==> config.mk <==
export PLATFORM = sky130hd
export DESIGN_NAME = jogo_memoria_param
export DESIGN_NICKNAME = d
export VERILOG_FILES = /design/src/rtl/jogo_memoria_param.sv
export SDC_FILE = /design/constraint.sdc
export NUM_CORES = 1
export LEC_CHECK = 0
export ABC_AREA = 1
export CORE_AREA = 4 4 98 100
export CTS_BUF_LIST = sky130_fd_sc_hd__clkbuf_8
export DETAILED_ROUTE_END_ITERATION = 10
export DIE_AREA = 0 0 102 104
export PLACE_DENSITY = 0.76
export REMOVE_ABC_BUFFERS = 1
export SKIP_CTS_REPAIR_TIMING = 1
export SYNTH_ARGS = -nofsm -noshare
export SYNTH_HDL_FRONTEND = slang
export SYNTH_SLANG_ARGS = --single-unit
==> constraint.sdc <==
create_clock -name clock -period 4.2 [get_ports clock]
set_input_delay 0.63 -clock clock [delete_from_list [all_inputs] [get_ports clock]]
set_output_delay 0.63 -clock clock [all_outputs]
set_load 0.005 [all_outputs]
==> src/rtl/jogo_memoria_param.sv <==
// jogo_memoria_param: parametrised memory game.
//   A host loads a sequence of one-hot button codes through the cfg_* port.
//   Each round optionally replays entries 0..rodada on the LEDs, then checks
//   the player's presses against the sequence, with a per-press timeout.
//
// Build option: define JOGO_MOSTRA_SEQ_EN to enable LED playback of the
//   sequence (MOSTRA_LED / MOSTRA_APAGA). Without it, rounds go straight to
//   ESPERA. db_estado codes do not change between builds.
//
// Parameters:
//   NB    - number of buttons/LEDs (width of one sequence entry)
//   AW    - sequence address width, DEPTH = 2**AW
//   T_OUT - cycles allowed in ESPERA before a timeout
//   T_LED - cycles each LED stays lit and each gap lasts during playback
//
// Ports:
//   clock, reset       - clock; synchronous active-high reset
//   jogar              - start/restart request (level)
//   nivel              - 0: last round DEPTH/2-1, 1: last round DEPTH-1
//   botoes             - player buttons, active-high
//   cfg_we/addr/data   - sequence write port (INICIAL and FIM_* only)
//   leds               - LED drive
//   ganhou/perdeu/timeout - held outcome flags, mutually exclusive
//   pronto             - game finished, any outcome
//   db_estado          - current state code
//   db_rodada/db_jogada - current round / press index
module jogo_memoria_param #(
  parameter int NB    = 4,
  parameter int AW    = 4,
  parameter int T_OUT = 5000,
  parameter int T_LED = 500
) (
  input  logic          clock,
  input  logic          reset,
  input  logic          jogar,
  input  logic          nivel,
  input  logic [NB-1:0] botoes,
  input  logic          cfg_we,
  input  logic [AW-1:0] cfg_addr,
  input  logic [NB-1:0] cfg_data,
  output logic [NB-1:0] leds,
  output logic          ganhou,
  output logic          perdeu,
  output logic          timeout,
  output logic          pronto,
  output logic [3:0]    db_estado,
  output logic [AW-1:0] db_rodada,
  output logic [AW-1:0] db_jogada
);

  localparam int DEPTH = 2**AW;
  localparam int T_MAX = (T_OUT > T_LED) ? T_OUT : T_LED;
  localparam int TW    = $clog2(T_MAX + 1);

  localparam logic [AW-1:0] L_BAIXO   = AW'(DEPTH/2 - 1);
  localparam logic [AW-1:0] L_ALTO    = AW'(DEPTH - 1);
  localparam logic [TW-1:0] T_OUT_FIM = TW'(T_OUT - 1);
`ifdef JOGO_MOSTRA_SEQ_EN
  localparam logic [TW-1:0] T_LED_FIM = TW'(T_LED - 1);
`endif

  typedef enum logic [3:0] {
    INICIAL      = 4'd0,
    PREPARA      = 4'd1,
    MOSTRA_LED   = 4'd2,
    MOSTRA_APAGA = 4'd3,
    ESPERA       = 4'd4,
    REGISTRA     = 4'd5,
    COMPARA      = 4'd6,
    PROX_JOGADA  = 4'd7,
    PROX_RODADA  = 4'd8,
    FIM_ACERTO   = 4'd9,
    FIM_ERRO     = 4'd10,
    FIM_TIMEOUT  = 4'd11
  } estado_t;

  estado_t       estado, prox;
  logic [NB-1:0] mem [DEPTH];
  logic [TW-1:0] timer;
  logic          timer_en;
  logic [AW-1:0] rodada, jogada;
  logic [NB-1:0] valor;
  logic          nivel_q;
  logic          any_q;
  logic          press;
  logic          certo;
  logic          cfg_ok;
  logic [AW-1:0] limite;
`ifdef JOGO_MOSTRA_SEQ_EN
  logic [AW-1:0] k;
`endif

  // A press is the rising edge of "any button down". any_q tracks the buttons
  // in every state, so a button already held when ESPERA is entered never
  // produces an edge there.
  assign press  = (|botoes) & ~any_q;
  assign limite = nivel_q ? L_ALTO : L_BAIXO;
  assign certo  = (valor != '0) && ((valor & (valor - 1'b1)) == '0) &&
                  (valor == mem[jogada]);
  assign cfg_ok = (estado == INICIAL) || (estado == FIM_ACERTO) ||
                  (estado == FIM_ERRO) || (estado == FIM_TIMEOUT);

  // Sequence memory: not affected by reset.
  always_ff @(posedge clock) begin
    if (cfg_we && cfg_ok) mem[cfg_addr] <= cfg_data;
  end

  always_ff @(posedge clock) begin
    if (reset) begin
      estado  <= INICIAL;
      timer   <= '0;
      rodada  <= '0;
      jogada  <= '0;
      valor   <= '0;
      nivel_q <= 1'b0;
      any_q   <= 1'b0;
`ifdef JOGO_MOSTRA_SEQ_EN
      k       <= '0;
`endif
    end else begin
      estado <= prox;
      any_q  <= |botoes;
      // Timer restarts on every state change, so each timed state starts at 0.
      if (prox != estado)  timer <= '0;
      else if (timer_en)   timer <= timer + 1'b1;
      case (estado)
        PREPARA: begin
          rodada  <= '0;
          jogada  <= '0;
          nivel_q <= nivel;
`ifdef JOGO_MOSTRA_SEQ_EN
          k       <= '0;
`endif
        end
        ESPERA: begin
          if (press) valor <= botoes;
        end
        PROX_JOGADA: begin
          jogada <= jogada + 1'b1;
        end
        PROX_RODADA: begin
          rodada <= rodada + 1'b1;
          jogada <= '0;
`ifdef JOGO_MOSTRA_SEQ_EN
          k      <= '0;
`endif
        end
`ifdef JOGO_MOSTRA_SEQ_EN
        MOSTRA_APAGA: begin
          if (timer == T_LED_FIM && k != rodada) k <= k + 1'b1;
        end
`endif
        default: ;
      endcase
    end
  end

  always_comb begin
    prox     = estado;
    leds     = '0;
    ganhou   = 1'b0;
    perdeu   = 1'b0;
    timeout  = 1'b0;
    pronto   = 1'b0;
    timer_en = 1'b0;
    case (estado)
      INICIAL: begin
        if (jogar) prox = PREPARA;
      end
      PREPARA: begin
`ifdef JOGO_MOSTRA_SEQ_EN
        prox = MOSTRA_LED;
`else
        prox = ESPERA;
`endif
      end
`ifdef JOGO_MOSTRA_SEQ_EN
      MOSTRA_LED: begin
        leds     = mem[k];
        timer_en = 1'b1;
        if (timer == T_LED_FIM) prox = MOSTRA_APAGA;
      end
      MOSTRA_APAGA: begin
        timer_en = 1'b1;
        if (timer == T_LED_FIM) prox = (k == rodada) ? ESPERA : MOSTRA_LED;
      end
`endif
      ESPERA: begin
        leds     = botoes;
        timer_en = 1'b1;
        if (press)                   prox = REGISTRA;
        else if (timer == T_OUT_FIM) prox = FIM_TIMEOUT;
      end
      REGISTRA: begin
        prox = COMPARA;
      end
      COMPARA: begin
        if (!certo)                prox = FIM_ERRO;
        else if (jogada != rodada) prox = PROX_JOGADA;
        else if (rodada != limite) prox = PROX_RODADA;
        else                       prox = FIM_ACERTO;
      end
      PROX_JOGADA: begin
        prox = ESPERA;
      end
      PROX_RODADA: begin
`ifdef JOGO_MOSTRA_SEQ_EN
        prox = MOSTRA_LED;
`else
        prox = ESPERA;
`endif
      end
      FIM_ACERTO: begin
        pronto = 1'b1;
        ganhou = 1'b1;
        if (jogar) prox = PREPARA;
      end
      FIM_ERRO: begin
        pronto = 1'b1;
        perdeu = 1'b1;
        leds   = mem[jogada];
        if (jogar) prox = PREPARA;
      end
      FIM_TIMEOUT: begin
        pronto  = 1'b1;
        timeout = 1'b1;
        if (jogar) prox = PREPARA;
      end
      default: prox = INICIAL;
    endcase
  end

  assign db_estado = estado;
  assign db_rodada = rodada;
  assign db_jogada = jogada;

endmodule

==> metrics.csv, run 1 <==
metric;value;unit
status;finished clean;
Post-synth top cells;nand2_1 (142), inv_1 (72), edfxtp_1 (64), nand3_1 (59), nor2_1 (52);
final core utilization;0.612;
I/O pin total;37;
Synth Instances;542;
min cycle time layout;3.34;ns
share of the synthesized area in the top cell type;0.408;
ys flop type;edfxtp_1;
Core ar.;0.00868;sq mm
Peak VDD IR;0.212;mV
CTS tree;done;
crit-path max FO;19;
crit path capture type;output pin;
DRT Pass-1 Iters;5;
unrepaired setup endpoints after global routing;no;
total power draw;2.06;mW
largest net degree at the start of global routing;32;
die area;0.0106;sq mm
Max Freq;299;MHz
clock-pin slew on the worst setup and hold paths;0.11;ns
r2r setup slk;1.25;ns
Hold Slack;0.539;ns
Cell variety after synth;34;
# rows;34;
global-route wire length before repair;16800;microns
Final setup viols;0;
antenna-violating nets left;0;
First DRT Iteration DRCs;244;
Remaining Overflow, GRT;0;
Startpoint Class;flop;
slowest CP cell;dfxtp_1;
initial antenna violation count;0;
Fillers;757;
n_diodes;0;
share of layout cells above drive strength 1;0.0652;
worst-skew pair later-pin latency;0.38;ns
routed wire length;10000;microns
Via Count;3649;
worst min path class;reg -> reg;
Final Max Slew Viols;0;
CTS H-tree depth;3;
vias in the first global route;3501;
gpl congestion;0.852;
FF+latch count, synth;99;
fin nets;598;
die width;102;microns
Setup CP Type;reg -> out;
Synth Cell Area;0.00471;sq mm
synth top area cells;edfxtp_1 (41%), dfxtp_1 (15%), nand2_1 (11%), nand3_1 (6.3%), inv_1 (5.7%);
count leader, synth;nand2_1;
Area Overhead vs Synth;12.8;%
Die Ht;104;microns
CTS buffer count;9;
Fin. Hold Viols;0;
clock buffer depth;2;
Least-Margin Pin Slew;0.653;ns
# Max-Cap Violations;0;
CTS Root Cell;clkbuf_8;
fraction of registers with async set/reset;0;
EDFF count, synth;64;
clock skew;0.0190;ns
Crit path required time;3.57;ns
GRT Total Usage;0.200;
Initial Util;0.542;
DP HPWL;7180;microns
post-route clock period utilization;0.795;
PwrDens;388;mW/mm^2
Lkg Pwr;2.13;nW
crit-path cells;buf_4, nor2_1, nor2_1, o21ai_1, nand3_1, nand3_1, nand2_1, nand2_1, o21ai_0, clkdlybuf4s50_1;
post-synthesis sequential area ratio;0.557;
vias per inst;5.28;
clock sink count;99;
routed len/inst;14.5;microns
leading area contributor after synthesis;edfxtp_1;
slew margin rel.;0.564;
drt drc;0;
setup TNS;0;ns
Crit path arrival time;2.71;ns
Synth Warn #;0;
Avg Cell Area, Syn;8.68;sq um
count of input and output buffers;36;
Crit path largest cell delay;0.76;ns
==> path summary, 6_finish.rpt <==
path,startpoint,end,cells past startpoint
max reg2reg,flop,timer[1],17
min reg2reg,valor[3],valor[3],2
min,valor[3],valor[3],2
max,flop,leds[2],10
==> layout by cell type (no fill, tap or decap), types with 3 or more instances in the layout <==
cell type | synthesis | routed
nand2_1 | 142 | 142
edfxtp_1 | 64 | 64
nor2_2 | 13 | 13
xor2_1 | 13 | 13
o21ai_1 | 3 | 3
inv_1 | 72 | 72
nor2_1 | 52 | 52
nand4_1 | 7 | 7
clkdlybuf4s50_1 | 0 | 36
dfxtp_1 | 35 | 35
nor3_1 | 10 | 10
clkbuf_8 | 0 | 9
nand3_1 | 59 | 59
o21ai_0 | 15 | 15
ha_1 | 3 | 3
a21oi_1 | 20 | 20
xnor2_1 | 4 | 4
nor4_1 | 3 | 3
==> routing by layer <==
layer	track usage	vias up	share of wire
li1	-	1831	-
met1	0.273	1675	0.44
met5	0	-	0
met4	0.0769	0	0.026
met2	0.312	118	0.49
met3	0.0423	25	0.048
==> critical path, delay by kind of cell, from the launching register on <==
kind | cells | cell delay, ns
flip-flops | 1 | 0.76
buffers and inverters | 2 | 0.85
AO/OA/AOI/OAI | 2 | 0.16
AND/OR/NAND/NOR | 6 | 0.56
==> power by group <==
part	internal, mW	switching, mW	total, mW	leakage [nW]
clock	0.237	0.375	0.611	0.0994
combinational	0.120	0.227	0.347	1.17
sequential	1.07	0.0321	1.10	0.860
total	1.43	0.634	2.06	2.13
==> cell type report <==
| type | instances | area (sq um) | share of cell area |
|---|---|---|---|
| clock inverter | 7 | 80.1 | 0.0151 |
| inverter | 75 | 284 | 0.0535 |
| clock buffer | 9 | 124 | 0.0233 |
| multi-input combinational | 356 | 1700 | 0.320 |
| timing repair buffer | 37 | 368 | 0.0693 |
| tap | 108 | 135 | 0.0254 |
| sequential | 99 | 2620 | 0.494 |
==> stage by stage <==
step                setup WS [ns]  area [sq um]  std cells
floorplan                    1.66          4600        530
global placement             1.37          5110        675
detailed placement           1.30          5110        675
CTS                         0.854          5310        691
global route                0.628          5310        691
finish                      0.860          5310        691
==> logic make-up (layout without fill, tap and decap cells) <==
logic type      count (synthesis)  after routing  synth area share
simple gates                  293            293             0.271
flops                          99             99             0.557
buf+inv                        87            128            0.0824
compound gates                 42             42            0.0478
xor+xnor                       17             17            0.0316
fa+ha+maj                       3              3           0.00798
mux                             1              1           0.00213
==> state kept, by name, indices dropped and copies added (netlist names), named ones only <==
name and cells:
mem 64, timer 13, db_estado 4, db_jogada 4, db_rodada 4, valor 4
any_q 1, nivel_q 1
No activity file was read; power rests on OpenSTA's default activity.
==> run 2, diff against run 1 <==
==> constraint.sdc (replaced) <==
create_clock -name clock -period 3.1 [get_ports clock]
set_input_delay 0.465 -clock clock [delete_from_list [all_inputs] [get_ports clock]]
set_output_delay 0.465 -clock clock [all_outputs]
set_load 0.005 [all_outputs]
==> run 2 against run 1 <==
Global-route usage rose by 0.081 points. Largest power group unchanged. Clock skew fell by 0.0042 ns. Utilization rose by 0.27 points.
==> metrics.csv, run 2 (synthesis results as in run 1) <==
metric;value;unit
PwrDens;536;mW/mm^2
Least-Margin Pin Slew;0.674;ns
CTS Root Cell;clkbuf_8;
initial antenna violation count;0;
commonest non-fill, non-tap cells in the layout;nand2_1 (142), inv_1 (73), edfxtp_1 (64);
commonest non-fill, non-tap cell in the layout;nand2_1;
count of input and output buffers;36;
Lkg Pwr;2.14;nW
routed wire length;10300;microns
Via Count;3684;
Peak VDD IR;0.332;mV
Largest register FFs;64;
DP HPWL;7230;microns
final setup margin;0.260;ns
routed len/inst;14.9;microns
die area;0.0106;sq mm
hold path startpoint;db_rodada[3];
clock sink count;99;
Crit path arrival time;2.37;ns
Max Freq;352;MHz
# Max-Cap Violations;0;
CTS tree;done;
worst min path class;reg -> reg;
crit-path max FO;33;
die width;102;microns
Fin. Hold Viols;0;
r2r setup slk;0.53;ns
largest net degree at the start of global routing;34;
Final Max Slew Viols;0;
clock-pin slew on the worst setup and hold paths;0.09;ns
setup TNS;0;ns
GRT Total Usage;0.201;
Remaining Overflow, GRT;0;
Final setup viols;0;
DP Worst Slack;0.531;ns
hold path cells;2;
Regs by FF count;mem x64, timer x13;
Setup CP Type;reg -> out;
Hold Slack;0.546;ns
drt drc;0;
clock buffer depth;2;
status;finished clean;
vias per inst;5.32;
Area Overhead vs Synth;13.3;%
min cycle time layout;2.84;ns
Die Ht;104;microns
final core utilization;0.615;
n_diodes;0;
antenna-violating nets left;0;
First DRT Iteration DRCs;356;
vias in the first global route;3580;
Register-to-Register Path Depth;13;
worst-skew pair later-pin latency;0.35;ns
clock skew;0.0148;ns
Largest Register;mem;
gpl congestion;0.857;
I/O pin total;37;
# rows;34;
slew margin rel.;0.549;
Core ar.;0.00868;sq mm
share of layout cells above drive strength 1;0.0651;
CTS H-tree depth;3;
global-route wire length before repair;17000;microns
CTS buffer count;9;
fin nets;599;
DRT Pass-1 Iters;7;
worst r2r dst;timer[1];
Crit path required time;2.63;ns
unrepaired setup endpoints after global routing;no;
post-route clock period utilization;0.916;
Initial Util;0.542;
Worst Hold Path EP;db_rodada[3];
RR Startpoint;db_estado[0];
crit path capture type;output pin;
Startpoint Class;flop;
run 2: cell count changes in the layout (fill, tap and decap cells not counted):
cell / previous run / this run
clkinv_8: 2 / 0
inv_1: 72 / 73
nor3_2: 1 / 2
inv_8: 2 / 0
nor3_1: 10 / 9
clkinvlp_4: 1 / 2
buf_4: 1 / 2
bufinv_16: 0 / 2
clkinv_4: 1 / 0
clkinv_1: 0 / 1
run 2: layout make-up:
| class | instances | area, sq um |
|---|---|---|
| fillers | 755 | 3340 |
| flip-flops and latches | 99 | 2620 |
| multi-input cells | 356 | 1700 |
| repair buffers | 38 | 375 |
| inverters | 75 | 284 |
| well taps | 108 | 135 |
| clock buffers | 9 | 124 |
| clock inverters | 7 | 91.3 |
run 2: worst max path at each step:
stage,endpoint,slack (ns),cells past startpoint
after CTS,leds[3],0.12,7
after floorplan,timer[0],0.56,18
after detailed placement,leds[3],0.53,7
final,leds[2],0.26,10
after global routing,leds[2],0.08,10
after global placement,leds[3],0.53,7
run 2: per-layer routing:
layer  GRT usage  up-vias  part of all wire
met5           0        -                 0
met4      0.0815        0             0.024
met3      0.0288       21             0.039
met2       0.325      102              0.49
met1       0.270     1721              0.44
li1            -     1840                 -
run 2: per-stage QoR:
step / instances / instance area (sq um) / total power [mW]
floorplan: 530 / 4600 / 1.82
global placement: 676 / 5110 / 1.98
detailed placement: 676 / 5110 / 1.99
CTS: 692 / 5330 / 2.86
global route: 692 / 5330 / 2.99
finish: 692 / 5330 / 2.86
run 2: worst max-delay path: stages, from the launching register on:
cell and delay [ns]:
dfxtp_1 0.37, buf_4 0.34, nand2_1 0.10, nand2_1 0.08, nand2_1 0.07, nand3_1 0.10, nand3_1 0.13, nand2_1 0.14
nand2_1 0.07, o21ai_0 0.09, clkdlybuf4s50_1 0.53
run 2: where the power goes:
group / total, mW / leakage (nW) / switching [mW] / internal (mW)
Combinational: 0.478 / 1.18 / 0.315 / 0.163
Clock: 0.884 / 0.105 / 0.432 / 0.452
Sequential: 1.50 / 0.860 / 0.0483 / 1.45
